[config.mk]
export PLATFORM = sky130hd
export DESIGN_NAME = pipelined_adder_tree
export DESIGN_NICKNAME = d
export VERILOG_FILES = /design/src/rtl/pipelined_adder_tree.sv
export SDC_FILE = /design/constraint.sdc
export NUM_CORES = 1
export LEC_CHECK = 0
export CORE_ASPECT_RATIO = 1.4
export CORE_MARGIN = 2
export CORE_UTILIZATION = 50
export DETAILED_ROUTE_END_ITERATION = 6
export PLACE_DENSITY = 0.88
export SYNTH_ARGS = -nofsm -noshare
export SYNTH_HDL_FRONTEND = slang
export SYNTH_SLANG_ARGS = --single-unit
[constraint.sdc]
create_clock -name clk -period 2.16 [get_ports clk]
set_input_delay 0.216 -clock clk [delete_from_list [all_inputs] [get_ports clk]]
set_output_delay 0.216 -clock clk [all_outputs]
set_load 0.1 [all_outputs]
[src/rtl/pipelined_adder_tree.sv]
// Pipelined multi-operand adder tree: NUM_IN lanes summed over $clog2(NUM_IN) registered levels
// under one global valid/ready stall. Define PIPELINED_ADDER_TREE_SIGNED_EN for two's-complement lanes.
module pipelined_adder_tree #(
  parameter int WIDTH  = 8,
  parameter int NUM_IN = 4
) (
  input  logic                              clk,
  input  logic                              rst,
  input  logic                              in_valid,
  output logic                              in_ready,
  input  logic [NUM_IN*WIDTH-1:0]           in_data,
  output logic                              out_valid,
  input  logic                              out_ready,
  output logic [WIDTH+$clog2(NUM_IN)-1:0]   out_sum
);

  localparam int LEVELS = $clog2(NUM_IN);
  localparam int OUT_W  = WIDTH + LEVELS;

  if (NUM_IN < 2 || (NUM_IN & (NUM_IN - 1)) != 0) begin : g_bad_num_in
    $error("pipelined_adder_tree: NUM_IN must be a power of two and at least 2");
  end

  logic              adv;
  logic [LEVELS:1]   vld_q;

  // Every tree node, extended to OUT_W, so each level can slice its exact operand width.
  logic [OUT_W-1:0]  node [0:LEVELS][0:NUM_IN-1];

  assign adv       = !out_valid || out_ready;
  assign in_ready  = adv;
  assign out_valid = vld_q[LEVELS];
  assign out_sum   = node[LEVELS][0];

  always_ff @(posedge clk) begin
    if (rst) begin
      vld_q <= '0;
    end else if (adv) begin
      vld_q[1] <= in_valid;
      for (int k = 2; k <= LEVELS; k++) begin
        vld_q[k] <= vld_q[k-1];
      end
    end
  end

  for (genvar i = 0; i < NUM_IN; i++) begin : g_lane
`ifdef PIPELINED_ADDER_TREE_SIGNED_EN
    assign node[0][i] = OUT_W'($signed(in_data[i*WIDTH +: WIDTH]));
`else
    assign node[0][i] = OUT_W'(in_data[i*WIDTH +: WIDTH]);
`endif
  end

  for (genvar k = 1; k <= LEVELS; k++) begin : g_lvl
    localparam int W = WIDTH + k;
    localparam int N = NUM_IN >> k;

    for (genvar j = 0; j < NUM_IN; j++) begin : g_node
      if (j < N) begin : g_add
        logic [W-1:0] a;
        logic [W-1:0] b;
        logic [W-1:0] sum_q;

        // Operands arrive pre-extended by one bit (zero or sign) from the previous level's view.
        assign a = node[k-1][2*j][W-1:0];
        assign b = node[k-1][2*j+1][W-1:0];

        always_ff @(posedge clk) begin
          if (rst) begin
            sum_q <= '0;
          end else if (adv) begin
            sum_q <= a + b;
          end
        end

`ifdef PIPELINED_ADDER_TREE_SIGNED_EN
        assign node[k][j] = OUT_W'($signed(sum_q));
`else
        assign node[k][j] = OUT_W'(sum_q);
`endif
      end else begin : g_unused
        assign node[k][j] = '0;
      end
    end
  end

endmodule

# Word level (Yosys, flattened, before mapping)
# Index checks and enable logic that the tools add are counted.
[word_totals]
register_bits = 30
in_bits = 36
out_inout_bits = 12
elab_cells = 9
[classes]
n_addsub = 3
reduce_logical = 2
[ops]
columns = ["op", "count"]
rows = [
  ["$add 8x8->9", 2],
  ["$add 9x9->10", 1],
  ["$logic_not 1->1", 1],
  ["$logic_or 1x1->1", 1],
]

# Depth between registers and ports, before layout
# Gate-level depths: netlist of the first run.
[logic_depth]
depth_word = 2
mapped_depth = 7

# Least setup slack after synthesis of the first run
# No wires, ideal clock.
[synth_path]
path_type = "flip-flop to flip-flop"
start = "register vld_q[2] (netlist bit)"
end = "register g_lvl[2].g_node[0].g_add.sum_q[2], in the netlist out_sum[2]"
setup_ns = 0.086
arrival_time_ns = 1.943
path_slack_ns = 0.131
stages_incl_launch_ff = 7
n_path_buf = 3
period_less_slack_ns = 2.029
path_cell_list = "dfxtp_1 > nor2b_1 > clkbuf_2 > inv_1 > buf_2 > buf_4 > a211oi_1"
[synth_via]
elab_chain_len = 2
[synth_rtl]
columns = ["item", "line_no", "text"]
rows = [
  ["start: declaration", "25", "logic [LEVELS:1] vld_q;"],
  ["start signal: indexed assignment", "41", "vld_q[k] <= vld_q[k-1];"],
  ["$logic_not 1->1", "30", "assign adv = !out_valid || out_ready;"],
  ["$logic_or 1x1->1", "30", ""],
  ["via in_ready", "10", "output logic in_ready,"],
  ["end signal: assignment", "72", "sum_q <= a + b;"],
  ["end: declaration", "62", "logic [W-1:0] sum_q;"],
]
# The timed path passes the listed nets, and every way through them passes these cells.
# A chain may end at the register's enable or synchronous reset.

# Final worst setup path of the first run
[layout_path]
start = "input port in_data[16]"
end = "register g_lvl[1].g_node[1].g_add.sum_q[8]"
[layout_via]
elab_chain_len = 1
[layout_rtl]
columns = ["item", "line_no", "text"]
rows = [
  ["start: declaration", "11", "input logic [NUM_IN*WIDTH-1:0] in_data,"],
  ["$add 8x8->9", "72", ""],
  ["end signal: assignment", "72", ""],
  ["end: declaration", "62", ""],
]
# Every way passes these cells.

==> results of run 1 <==
==> flip-flops by register name, summed over array words and instances, names as in the netlist <==
signal and cells:
vld_q 2, g_lvl.g_node.g_add.sum_q 18, out_sum 10
==> cells by family (layout without fill, tap and decap cells) <==
kind of cell,count (synthesis),count (layout),share of synthesized area
AO/OA/AOI/OAI,88,88,0.283
AND/OR/NAND/NOR,70,70,0.177
flip-flops,30,30,0.284
adder cells (fa/ha/maj),28,28,0.177
buffers and inverters,20,73,0.0421
XOR/XNOR,9,9,0.0373
==> Yosys cell counts, drive strengths merged, types with 5 or more instances <==
cell type   n  area (sq um)
a211oi      7          70.1
nor4b       7          61.3
a21o        5          38.8
a21oi      24           124
o21ai      17          85.1
buf         9          46.3
inv         7          26.3
nor2        7          26.3
nand3b      5          37.5
nor3       13          65.1
ha         25           313
nand2      18          67.6
a31oi       6          37.5
xnor2       8          70.1
o211ai     12          95.1
nand3      13          65.1
dfxtp      30           601
==> final cells by class <==
class,instances,area [sq um]
multi-input cells,195,1430
repair buffers,58,536
flip-flops and latches,30,601
fillers,347,1380
well taps,45,56.3
inverters,7,26.3
clock buffers,8,110
==> power breakdown <==
group          total (mW)  leakage, nW  internal, mW  switching, mW
logic               0.846        0.847         0.319          0.527
registers           0.672        0.249         0.629         0.0436
clock network       0.543       0.0575         0.322          0.221
total                2.06         1.15          1.27          0.792
==> critical path: stages <==
cell and delay, ps:
clkdlybuf4s50_1 410, ha_1 220, fa_1 390, a21oi_1 250, o211ai_1 170, a2111oi_0 510
nor3_1 120
==> metal layers <==
layer,up-vias,routed length (microns)
li1,1033,-
met1,998,2000
met2,57,2820
met3,13,213
met4,0,110
met5,-,0
==> through the flow <==
stage / setup slack, ps / power [mW]
2_1_floorplan: 131 / 1.30
3_3_place_gp: -136 / 1.50
3_5_place_dp: -175 / 1.52
4_1_cts: 60.5 / 2.06
5_1_grt: 17.6 / 2.15
6_report: 32.7 / 2.06
==> worst min-delay path by stage <==
stage                              end  slack [ps]
6_report       out_sum[0]$_SDFFE_PP0P_         450
3_5_place_dp   out_sum[0]$_SDFFE_PP0P_         450
5_1_grt        out_sum[3]$_SDFFE_PP0P_         480
3_3_place_gp     vld_q[1]$_SDFFE_PP0P_         440
4_1_cts        out_sum[0]$_SDFFE_PP0P_         450
2_1_floorplan    vld_q[1]$_SDFFE_PP0P_         360
==> flow_summary.toml, run 1 <==
[status]
status = "finished with violations"
violations = "DRC"

[global_route]
use_met3 = 0.0303
grt_pass1_wl_mm = 8.43
top_usage_layer = "met2"
grt_antenna_before_repair = 0
grt.total_usage = 0.226
grt_max_degree = 27
first_global_vias = 2005
grt_use_met2 = 0.424
gr-total-overflow = 0
grt_use_met1 = 0.245

[timing]
hold_ws_ps = 450
max_slew_margin = 0.659
setup_viol = 0
final-hold-violation-count = 0
period_share = 0.985
rsz0062_at_grt = "false"
fmax_mhz = 470
finalCriticalPeriod_ps = 2130
finalSetupTns_ps = 0
skew_ps = 1.74
slew_violations = 0
worstMarginPinSlew_ps = 511

[placement]
port_buffers = 47
dp_cells = 335
dpl_cell_area_sq_um = 2640
gp_congestion = 0.754
dp_hpwl_mm = 3.92

[synthesis]
synth_edf_count = 0
ys_types = 43
ys.warnings.count = 0
async_flop_share = 0
synth_nets = 309
synth_area_sq_um = 2110
syn_area_per_cell_sq_um = 8.62
yosys_register_bits = 30
ys_seq_area_frac = 0.284
ys.flop_type = "dfxtp_1"
synthesis.instances = 245

[floorplanning]
dieHeight_microns = 80.9
initial_core_util = 0.511
io_pins = 48
placeableCoreArea_sq_um = 4130
dieArea_sq_um = 4770
rows = 28
die_width_microns = 58.9

[cells_and_area]
fin_nets = 361
drive_gt1_frac = 0.134
antenna_cells = 0
instances_no_fill = 343
area_delta_synth_final_pct = 30.5
fin_util = 0.666
final_cell_area_sq_um = 2760
final_common_cell = "clkdlybuf4s50_1"
mostFrequentLayoutCells = "35 x clkdlybuf4s50_1, 30 x dfxtp_1, 25 x ha_1, 23 x a21oi_1, 22 x buf_4"

[pwr]
powerDensity_nw_per_um2 = 748
p_leak_nw = 1.15
ir_drop_v = 0.000464

[setup_path]
cp-startpoint = "in_data[16]"
critPathArrivalTime_ps = 2280
critPathCaptureType = "flop"
reg2reg_from = "g_lvl[1].g_node[0].g_add.sum_q[0]$_SDFFE_PP0P_"
critical_path.reg2reg.endpoint = "out_sum[8]$_SDFFE_PP0P_"
reg2reg_slack_ps = 110
startpoint_type = "primary input"
crit_path_end = "g_lvl[1].g_node[1].g_add.sum_q[8]$_SDFFE_PP0P_"
reg2reg_depth = 6
required_ps = 2320
crit_fanout = 2
critical_path_class = "primary input to flop"

[clock_tree]
post_cts_buffers = 0
ctsHoldBuffers = 0
cts_buffers = 5
clk_pin_slew_ps = 70
cts.sinks = 30
cts_resized = 0
cts_root_buf = "clkbuf_8"
htree_levels = 2
cts_tree = "yes"
insertion_delay_ps = 290
cts_buffer_depth = 2

[route]
via_count = 2101
viasPerCell = 6.13
drt_iter0_markers = 49
first_pass_iters = 6
ant_nets = 0
drc = 2
drt_wl_total_mm = 5.14
wl_per_cell_microns = 15.0

[worst_hold_path]
hp-class = "flop to flop"
hold_path.startpoint = "out_sum[0]$_SDFFE_PP0P_"
hold_depth = 2

[job]
maxCapViolations = 0
No activity file was read; power rests on OpenSTA's default activity.
==> run 2, diff against run 1 <==
- CTS_CLUSTER_DIAMETER: not set -> 60
- MAX_ROUTING_LAYER: not set -> met4
==> run 2 against run 1 <==
  * The flow still finishes with violations (DRC)
  * Largest power group unchanged
  * Critical path depth unchanged
  * Non-clock buffer count unchanged
  * Via count increased by 0.67%
==> flow_summary.toml, run 2 (synthesized netlist as in run 1, its figures left out) <==
[cells_and_area]
multi_input_area_sq_um = 1430
fin_nets = 361
area_delta_synth_final_pct = 30.5
top_register = "g_lvl.g_node.g_add.sum_q"
largest_reg_flops = 18
antenna_cells = 0
mostFrequentLayoutCells = "35 x clkdlybuf4s50_1, 30 x dfxtp_1, 25 x ha_1, 23 x a21oi_1, 22 x buf_4"
nFillCells = 347
final_common_cell = "clkdlybuf4s50_1"
final_cell_area_sq_um = 2760
drive_gt1_frac = 0.134
seqCellArea_sq_um = 601

[timing]
fmax_mhz = 471
final-hold-violation-count = 0
worstMarginPinSlew_ps = 514
hold_ws_ps = 450
max_slew_margin = 0.657
period_share = 0.984
finalCriticalPeriod_ps = 2120
rsz0062_at_grt = "false"
slew_violations = 0
setup_viol = 0
skew_ps = 1.75
finalSetupTns_ps = 0

[clock_tree]
post_cts_buffers = 0
cts_buffer_depth = 2
insertion_delay_ps = 290
ctsHoldBuffers = 0
cts_root_buf = "clkbuf_8"
cts_buffers = 5
cts_tree = "yes"
cts_resized = 0
clk_pin_slew_ps = 70
cts.sinks = 30
htree_levels = 2

[status]
status = "finished with violations"
violations = "DRC"

[route]
ant_nets = 0
drt-met1-wl_mm = 2.01
dr_wl_met2_mm = 2.83
via_count = 2115
drt_wl_total_mm = 5.16
drt_iter0_markers = 52
top_layer_used = "met4"
wl_met3_microns = 237
wl_per_cell_microns = 15.0
viasPerCell = 6.17
first_pass_iters = 6
drc = 2

[worst_hold_path]
min_to = "out_sum[0]$_SDFFE_PP0P_"
hold_depth = 2
hp-class = "flop to flop"
hold_path.startpoint = "out_sum[0]$_SDFFE_PP0P_"

[floorplanning]
dieHeight_microns = 80.9
placeableCoreArea_sq_um = 4130
initial_core_util = 0.511
rows = 28
die_width_microns = 58.9
io_pins = 48
dieArea_sq_um = 4770

[setup_path]
critPathArrivalTime_ps = 2280
path_cells = "clkdlybuf4s50_1 > ha_1 > fa_1 > a21oi_1 > o211ai_1 > a2111oi_0 > nor3_1"
crit_fanout = 2
slowest_stage = "a2111oi_0"
reg2reg_slack_ps = 110
startpoint_type = "primary input"
cp-startpoint = "in_data[16]"
critPathCaptureType = "flop"
reg2reg_from = "g_lvl[1].g_node[0].g_add.sum_q[0]$_SDFFE_PP0P_"
critical_path.reg2reg.endpoint = "out_sum[8]$_SDFFE_PP0P_"
required_ps = 2320
reg2reg_depth = 6
critical_path_class = "primary input to flop"
cp.depth = 7
cp_num_buf_inv = 1
path_delay_family = "compound AO/OA/AOI/OAI gates"
max_stage_delay_ps = 500

[global_route]
grt_pass1_wl_mm = 8.42
grt.total_usage = 0.232
grt_antenna_before_repair = 0
grt_max_degree = 27
first_global_vias = 2003
gr-total-overflow = 0

[placement]
gp_congestion = 0.763
dpl_cell_area_sq_um = 2640
port_buffers = 47
dp_hpwl_mm = 3.92

[pwr]
ir_drop_v = 0.000467
p_leak_nw = 1.15
power_mw = 2.07
powerDensity_nw_per_um2 = 750

[job]
maxCapViolations = 0
==> run 2: cell counts in the layout (fill, tap and decap cells not counted) <==
No cell type changed its count.
==> run 2: cell type report <==
cell class,instances,area share
multi-input combinational,195,0.518
sequential,30,0.218
timing repair buffer,58,0.194
clock buffer,8,0.0400
tap,45,0.0204
inverter,7,0.00954
==> run 2: power breakdown <==
group / internal [mW] / total, mW / switching [mW]
Clock: 0.322 / 0.546 / 0.224
Sequential: 0.629 / 0.672 / 0.0438
Combinational: 0.319 / 0.847 / 0.527
==> run 2: worst max-delay path by stage <==
stage                                                     end  slack, ps
2_1_floorplan                         out_sum[2]$_SDFFE_PP0P_        130
3_3_place_gp   g_lvl[1].g_node[1].g_add.sum_q[8]$_SDFFE_PP0P_       -140
3_5_place_dp   g_lvl[1].g_node[1].g_add.sum_q[8]$_SDFFE_PP0P_       -170
4_1_cts        g_lvl[1].g_node[1].g_add.sum_q[8]$_SDFFE_PP0P_         60
5_1_grt        g_lvl[1].g_node[0].g_add.sum_q[8]$_SDFFE_PP0P_         20
6_report       g_lvl[1].g_node[1].g_add.sum_q[8]$_SDFFE_PP0P_         40
==> run 2: worst min-delay path, cell delays in order (launching register included) <==
cell     delay [ps]
dfxtp_1         310
nand2_1          50
a21oi_1          50
==> run 2: per-layer routing <==
metal  vias to the layer above  track usage
met2                        62        0.424
met1                      1003        0.245
li1                       1037            -
met4                         0       0.0977
met5                         -            -
met3                        13       0.0303
==> run 2: stage by stage <==
step	utilization	setup slack, ps	std cells
finish	0.666	35.4	343
global route	0.666	17.6	343
CTS	0.666	60.5	343
detailed placement	0.640	-175	335
global placement	0.640	-136	335
floorplan	-	131	245
==> run 3, diff against run 2 <==
- CORE_UTILIZATION: 50 -> 58
- DONT_BUFFER_PORTS: not set -> 1
- PLACE_DENSITY: 0.88 -> 0.82
==> run 3 against run 2 <==
  * Critical path type is now flop to flop
  * Clock power decreased by 20%
  * Global-route usage increased by 1.4 points
  * First-iteration DRC count decreased by 1.9%
  * Flip-flop and latch count unchanged
  * Hold slack got worse by 450 ps
  * Non-clock buffer count decreased by 43
  * Wire length decreased by 12%
  * The run now ends clean
  * Highest routed layer unchanged
  * Sequential power about the same
==> flow_summary.toml, run 3 (synthesized netlist as in run 1, its figures left out) <==
[setup_path]
startpoint_type = "flop"
required_ps = 2330
path_cells = "ha_1 > fa_1 > a211oi_2 > o211ai_1 > and3_1 > a311o_1"
critPathCaptureType = "flop"
slowest_stage = "fa_1"
critPathArrivalTime_ps = 2150
reg2reg_slack_ps = 180
reg2reg_from = "g_lvl[1].g_node[0].g_add.sum_q[0]$_SDFFE_PP0P_"
critical_path.reg2reg.endpoint = "out_sum[8]$_SDFFE_PP0P_"
cp.depth = 6
critical_path_class = "flop to flop"
crit_path_end = "out_sum[8]$_SDFFE_PP0P_"
cp-startpoint = "g_lvl[1].g_node[0].g_add.sum_q[0]$_SDFFE_PP0P_"
reg2reg_depth = 6
max_stage_delay_ps = 450
crit_fanout = 3
path_delay_family = "adder cells"
cp_num_buf_inv = 0

[floorplanning]
io_pins = 48
dieHeight_microns = 75.4
initial_core_util = 0.614
dieArea_sq_um = 4150
placeableCoreArea_sq_um = 3440
die_width_microns = 55
rows = 25

[placement]
dp_hpwl_mm = 3.24
gp_congestion = 0.873
port_buffers = 0
post-place-ws_ps = 175

[global_route]
grt_max_degree = 42
first_global_vias = 1677
grt.total_usage = 0.246
grt_pass1_wl_mm = 7.22
grt_antenna_before_repair = 0
gr-total-overflow = 0

[clock_tree]
cts_resized = 0
cts.sinks = 30
htree_levels = 2
cts_tree = "yes"
cts_buffer_depth = 2
insertion_delay_ps = 280
clk_pin_slew_ps = 60
cts_buffers = 5
cts_root_buf = "clkbuf_8"

[cells_and_area]
nFillCells = 293
fin_nets = 318
antenna_cells = 0
fin_util = 0.669
final_common_cell = "dfxtp_1"
largest_reg_flops = 18
area_delta_synth_final_pct = 9.00
top_register = "g_lvl.g_node.g_add.sum_q"
drive_gt1_frac = 0.115
mostFrequentLayoutCells = "30 x dfxtp_1, 25 x ha_1, 23 x a21oi_1, 18 x nand2_1, 16 x o21ai_0"

[pwr]
powerDensity_nw_per_um2 = 808
ir_drop_v = 0.000560
p_leak_nw = 0.956

[route]
via_count = 1905
drt_wl_total_mm = 4.53
wl_per_cell_microns = 15.5
first_pass_iters = 4
ant_nets = 0
drt_iter0_markers = 51
viasPerCell = 6.50
drc = 0

[timing]
setup_viol = 0
slew_violations = 0
worst_slack_ps = 177
rsz0062_at_grt = "false"
finalCriticalPeriod_ps = 1980
finalSetupTns_ps = 0
final-hold-violation-count = 0
worstMarginPinSlew_ps = 617
period_share = 0.918
fmax_mhz = 504
skew_ps = 2.89
max_slew_margin = 0.588

[job]
maxCapViolations = 0

[status]
status = "complete, no violations"

[worst_hold_path]
hp-class = "primary input to flop"
[run 3: cell types whose count changed in the layout (fill, tap and decap cells not counted)]
cell / change
clkbuf_8: -2
inv_2: +1
inv_1: -1
dlygate4sd3_1: +2
clkdlybuf4s50_1: -35
a2111oi_1: -1
buf_12: -1
buf_4: -9
a2111oi_0: +1
[run 3: how the worst min path moves through the flow]
stage,startpoint,endpoint,slack (ps),cells past startpoint
6_report,rst,vld_q[2]$_SDFFE_PP0P_,2,1
5_1_grt,rst,vld_q[2]$_SDFFE_PP0P_,0.4,1
3_3_place_gp,rst,out_sum[3]$_SDFFE_PP0P_,290,1
4_1_cts,rst,vld_q[2]$_SDFFE_PP0P_,0.2,1
3_5_place_dp,rst,out_sum[0]$_SDFFE_PP0P_,290,1
2_1_floorplan,in_valid,vld_q[1]$_SDFFE_PP0P_,360,2
[run 3: worst reg2reg max path, cell delays in order (launching register included)]
cell	delay, ps
dfxtp_1	310
ha_1	260
fa_1	450
a211oi_2	230
o211ai_1	140
and3_1	180
a311o_1	300
[run 3: cell type report]
class                           count  area [sq um]  share of cell area
Multi-Input combinational cell    195          1430               0.619
Sequential cell                    30           601               0.261
Timing Repair Buffer               15           118              0.0511
Clock buffer                        6          82.6              0.0359
Tap cell                           40          50.0              0.0217
Inverter                            7          26.3              0.0114
[run 3: timing repair]
item / 4_1_cts / 5_1_grt
hold buffers: 2 / 0
setup endpoints to repair: 0 / 0
buffers inserted: 0 / 0
endpoints found under the hold margin: 9 / 0
[run 3: per-layer routing]
layer	vias to the layer above	routed length (microns)	global-route usage
li1	943	-	-
met1	899	1900	0.281
met2	53	2320	0.413
met3	10	217	0.0451
met4	0	93	0.106
met5	-	0	-
[run 3: power breakdown]
part | leakage [nW] | internal, mW | switching (mW) | total [mW]
clock | 0.0431 | 0.245 | 0.193 | 0.438
sequential | 0.249 | 0.629 | 0.0421 | 0.671
combinational | 0.663 | 0.252 | 0.498 | 0.750
total | 0.956 | 1.13 | 0.733 | 1.86
[run 3: stage by stage]
step	area [sq um]	hold WS, ps	power, mW	instances
floorplan	2110	356	1.30	245
global placement	2200	289	1.41	285
detailed placement	2200	291	1.42	285
CTS	2300	0.226	1.86	293
global route	2300	0.383	1.95	293
finish	2300	2.40	1.86	293
